$ cat src/rtl/pio_pkg.sv
// Shared PIO definitions: lane count, clock-divider field widths and the
// SMx_CLKDIV[31:8] layout reused by the control register file.
package pio_pkg;

    localparam int NUM_SM        = 4;
    localparam int CLKDIV_INT_W  = 16;
    localparam int CLKDIV_FRAC_W = 8;

    typedef struct packed {
        logic [CLKDIV_INT_W-1:0]  int_part;
        logic [CLKDIV_FRAC_W-1:0] frac_part;
    } clkdiv_t;

endpackage

$ cat src/rtl/pio_clkdiv_lane.sv
// One state machine's fractional clock-enable divider.
// PIO_CLKDIV_FRAC_EN adds the fractional accumulator; without it FRAC is ignored.
module pio_clkdiv_lane
    import pio_pkg::*;
#(
    parameter int INT_W  = CLKDIV_INT_W,
    parameter int FRAC_W = CLKDIV_FRAC_W
) (
    input  logic              clk,
    input  logic              rst,
    input  logic              en,
    input  logic              restart,
    input  logic [INT_W-1:0]  int_part,
    input  logic [FRAC_W-1:0] frac_part,
    output logic              clk_en
);

    localparam int REM_W = INT_W + 1;
    localparam logic [REM_W-1:0] REM_ONE = REM_W'(1);

    logic [REM_W-1:0] remain;
    logic [REM_W-1:0] eff_int;
    logic [REM_W-1:0] reload;
    logic             at_reload;

    // INT=0 encodes the longest divisor, 2^INT_W, hence the extra remain bit.
    assign eff_int   = (int_part == '0) ? {1'b1, {INT_W{1'b0}}} : {1'b0, int_part};
    assign at_reload = en && (remain == REM_ONE);

`ifdef PIO_CLKDIV_FRAC_EN
    logic [FRAC_W-1:0] frac_acc;
    logic [FRAC_W:0]   frac_sum;

    assign frac_sum = {1'b0, frac_acc} + {1'b0, frac_part};
    assign reload   = eff_int + {{INT_W{1'b0}}, frac_sum[FRAC_W]};

    always_ff @(posedge clk) begin
        if (!rst || restart) begin
            frac_acc <= '0;
        end else if (at_reload) begin
            frac_acc <= frac_sum[FRAC_W-1:0];
        end
    end
`else
    logic unused_frac;
    assign unused_frac = ^frac_part;
    assign reload      = eff_int;
`endif

    // Divisor inputs are only looked at on reload, so a period in flight
    // always finishes with the value it started with.
    always_ff @(posedge clk) begin
        if (!rst || restart) begin
            remain <= REM_ONE;
            clk_en <= 1'b0;
        end else if (!en) begin
            clk_en <= 1'b0;
        end else if (at_reload) begin
            remain <= reload;
            clk_en <= 1'b1;
        end else begin
            remain <= remain - REM_ONE;
            clk_en <= 1'b0;
        end
    end

endmodule

$ cat src/rtl/pio_clkdiv.sv
// Per-SM advance-enable generator: NUM_SM independent divider lanes.
// Fractional mode is built only when PIO_CLKDIV_FRAC_EN is defined.
module pio_clkdiv
    import pio_pkg::*;
#(
    parameter int NUM_SM = pio_pkg::NUM_SM,
    parameter int INT_W  = CLKDIV_INT_W,
    parameter int FRAC_W = CLKDIV_FRAC_W
) (
    input  logic                                 clk,
    input  logic                                 rst,
    input  logic [NUM_SM-1:0]                    sm_en,
    input  logic [NUM_SM-1:0]                    clkdiv_restart,
    input  logic [NUM_SM-1:0][INT_W+FRAC_W-1:0]  fsm_clkdiv,
    output logic [NUM_SM-1:0]                    sm_clk_en
);

    for (genvar i = 0; i < NUM_SM; i++) begin : g_lane
        pio_clkdiv_lane #(
            .INT_W  (INT_W),
            .FRAC_W (FRAC_W)
        ) u_lane (
            .clk       (clk),
            .rst       (rst),
            .en        (sm_en[i]),
            .restart   (clkdiv_restart[i]),
            .int_part  (fsm_clkdiv[i][INT_W+FRAC_W-1:FRAC_W]),
            .frac_part (fsm_clkdiv[i][FRAC_W-1:0]),
            .clk_en    (sm_clk_en[i])
        );
    end

endmodule

$ cat config.mk
export PLATFORM = sky130hd
export DESIGN_NAME = pio_clkdiv
export DESIGN_NICKNAME = d
export VERILOG_FILES = /design/src/rtl/pio_pkg.sv /design/src/rtl/pio_clkdiv_lane.sv /design/src/rtl/pio_clkdiv.sv
export SDC_FILE = /design/constraint.sdc
export NUM_CORES = 1
export LEC_CHECK = 0
export ABC_CLOCK_PERIOD_IN_PS = 2400
export CAP_MARGIN = 20
export CORE_MARGIN = 2
export CORE_UTILIZATION = 25
export CTS_BUF_LIST = sky130_fd_sc_hd__clkbuf_4 sky130_fd_sc_hd__clkbuf_8
export DETAILED_ROUTE_END_ITERATION = 10
export SKIP_CTS_REPAIR_TIMING = 1
export SLEW_MARGIN = 20
export SYNTH_ARGS = -nofsm -noshare
export SYNTH_HDL_FRONTEND = slang
export SYNTH_HIERARCHICAL = 1
export SYNTH_SLANG_ARGS = --single-unit
export TNS_END_PERCENT = 100
$ cat constraint.sdc
create_clock -name clk -period 2.4 [get_ports clk]
set_input_delay 0.36 -clock clk [delete_from_list [all_inputs] [get_ports clk]]
set_output_delay 0.36 -clock clk [all_outputs]
set_load 0.02 [all_outputs]
==> impl_results.md <==
* Final layout net count at 770
* TritonCTS Buffers at 9
* CTS H-tree lvls at 3
* Peak fanout along the critical path at 7
* Max-slew headroom at the worst pin at 0.636
* Endpoint kind of the worst setup timing path: flop
* Share of cells above drive strength 1 at 0.145
* Initial core utilization at 0.253
* Number of vias in the routed layout at 4,822
* TritonCTS clock tree: done
* Vias/cell at between 5 and 6
* Post-Synthesis Cells at approximately 560
* Predominant post-synthesis flop cell: dfxtp_1
* Number of instances in the placed design at 879
* Fin crit share at 0.871
* Type of the worst setup path: in -> reg
* Worst-skew pair later-pin latency at 0.37 ns
* Library cell with the largest summed area after synthesis: dfxtp_1
* DRT antenna net count at 0
* Proportion of netlist area held by the largest area contributor at 0.305
* Yosys warnings at 6
* Die X at 141 um
* Clock-pin transition on the worst setup and hold timing paths at 0.08 ns
* Cell area after synthesis at 4720 sq um
* Critical Path Source: sm_en[2]
* Count of cells along the worst register-to-register path at 6
* Vias in the first global route at 4,408
* Leftover overflow at the end of global routing at 0
* Power density relative to cell area at 588 nW/um^2
* Post-synthesis net count at 670
* Final sum of negative setup slack at 0 ns
* Number of enable-type register cells in the synthesized netlist at 0
* Hold Fails Final Rpt at 0
* Number of placed I/O pins at 110
* Maximum count of clock buffers along a single path at 2
* Die Ht at approximately 140 um
* Worst Hold Endpoint: g_lane[0].u_lane/remain[13]
* Wire length of the first global-routing pass at 22.5 mm
* Family with the most delay on the worst path: simple AND/OR/NAND/NOR gates
* Aggregate global-route resource usage at 0.138
* Area grow syn2layout at 30.2%
* Worst path required time at 2.70 ns
* Max-slew violation count at 0
* Origin of the critical flop-to-flop path: g_lane[2].u_lane/remain[2]
* Arrival time worst endpoint at 2.39 ns
* Count of inserted antenna diode cells at 0
* Critical hold path startpoint: g_lane[0].u_lane/remain[13]
* Max incr delay on CP at 0.63 ns
* Mean instance size in the synthesized netlist at 8.49 sq um
* Number of DRC markers in iteration 0 at 403
* Max-cap violations at 0
* Reg-to-reg endpoint: g_lane[2].u_lane/remain[3]
* Slew of the pin with the lowest slew margin at 0.542 ns
* Mean routed wirelength per cell at 15.4 um
* Cell type of the slowest stage on the worst timing path: or4b_2
* Remaining DRCs at 0
* Type of the worst min-delay path: reg -> reg
* Max Freq at 0.478 GHz
* Sequential element share of the synthesized area at 0.305
* Most common library cells after synthesis: dfxtp_1 (72), o21ai_0 (55), nor4_1 (29), a21oi_1 (26), nand3_1 (26)
* Synthesis-stage register bit count at 72
* Largest cells by area after synthesis: dfxtp_1 (31%), o21ai_0 (5.8%), mux2i_1 (4.0%)
* HPWL after DPL at 10.4 mm
* Number of buffer and inverter stages on the critical path at 2
* Run status: finished, final reports clean
* Overall routed net length at 13.8 mm
* Maximum number of pins on one net before global-route repair at 28
* Standard cell core area at between 15,000 and 20,000 sq um
* Number of distinct library cells after synthesis at 64
* Leakage at 2.22 nW
* Clock Tree Root: clkbuf_8
* Type of element launching the critical path: input pin
* Async S/R FF share, synth at 0
* Worst clock skew at 0.00989 ns
* Number of clock sinks at 72
* Worst hold path stage count at 2
* Total setup violations reported at the end of the flow at 0
* Initial antenna violation count at 0
* Peak ir drop on the vdd network at around 0.27 mV
* Final non-filler cell total at 895
* Setup slack of the worst register-to-register path at 0.33 ns
* Number of buffers added on ports at 77
* Final GP Congestion at between 0.8 and 0.9
* Most instantiated library cell after synthesis: dfxtp_1
* Series of cell instances along the critical path: clkdlybuf4s50_1 -> or4b_2 -> nor4_4 -> and3b_4 -> buf_12 -> o21ai_0 -> a21oi_1
* Number of detailed-route iterations in the first pass at 4
* Time the final worst path needs with I/O delays and setup at 2.09 ns
* RSZ-0062 raised after global routing: false
* Area of the die at 20,000 sq um
* Row count at 50
worst reg2reg max path, cell delays in order, from the launching register on:
cell and delay, ns:
dfxtp_1 0.38, or4b_2 0.72, nor4_4 0.26, and3b_4 0.30, buf_12 0.13, o21ai_0 0.08, a21oi_1 0.15
sequential cells by signal (all words and copies together), names as in the netlist:
register,cells
g_lane.u_lane/clk_en,4
g_lane.u_lane/remain,68
cell usage in the layout (no fill, tap or decap), types with 19 or more instances in the layout:
master | synthesis | final
inv_1 | 23 | 23
buf_4 | 0 | 39
nor3_1 | 25 | 25
nor4_1 | 29 | 29
nand4_1 | 22 | 22
clkdlybuf4s50_1 | 0 | 77
o21ai_0 | 55 | 55
nand2_1 | 25 | 25
mux2i_1 | 19 | 19
dfxtp_1 | 72 | 72
nand3_1 | 26 | 26
a21oi_1 | 26 | 26
nor2_1 | 19 | 19
kinds of logic after synthesis:
kind of cell,Yosys count,synth area share
AO/OA/AOI/OAI,170,0.238
buffers and inverters,52,0.0562
XOR/XNOR,3,0.00557
adder cells (fa/ha/maj),8,0.0212
multiplexers,22,0.0475
flip-flops,72,0.305
AND/OR/NAND/NOR,229,0.326
power breakdown:
part	internal, W	switching [W]	leakage, nW
clock	0.000558	0.000491	0.110
combinational	0.000595	0.000621	1.52
sequential	0.00126	0.0000863	0.584
total	0.00241	0.00120	2.22
through the flow:
step	utilization	setup WS [ns]	hold WS (ns)	total power, W	cell area, sq um
finish	0.330	0.309	0.525	0.00361	6140
global route	0.330	0.203	0.557	0.00382	6140
CTS	0.330	0.336	0.526	0.00365	6140
detailed placement	0.318	-0.0585	0.509	0.00259	5940
global placement	0.318	-0.0419	0.502	0.00258	5940
floorplan	-	0.397	0.470	0.00212	4720
how the worst max path moves through the flow:
stage                                             to  depth (start not counted)
final                     g_lane[2].u_lane/remain[3]                          7
after global routing      g_lane[0].u_lane/remain[7]                          6
after CTS                 g_lane[1].u_lane/remain[3]                          6
after detailed placement  g_lane[2].u_lane/remain[3]                          7
after global placement    g_lane[2].u_lane/remain[7]                          7
after floorplan           g_lane[0].u_lane/remain[8]                          6
final cells by class:
class / count / area (sq um)
well taps: 234 / 293
repair buffers: 118 / 1100
clock buffers: 13 / 166
inverters: 23 / 86.3
fillers: 1999 / 12500
flip-flops and latches: 72 / 1440
clock inverters: 3 / 40.0
multi-input cells: 432 / 3010
per-layer routing:
metal  vias to the layer above  GRT usage  routed length [um]
met5                         -          0                   0
met4                         0     0.0700                 379
met3                        23     0.0202                 583
met2                       113      0.212                6160
met1                      2281      0.190                6680
li1                       2405          -                   -
Note: power is estimated with default switching activity, not from simulation.
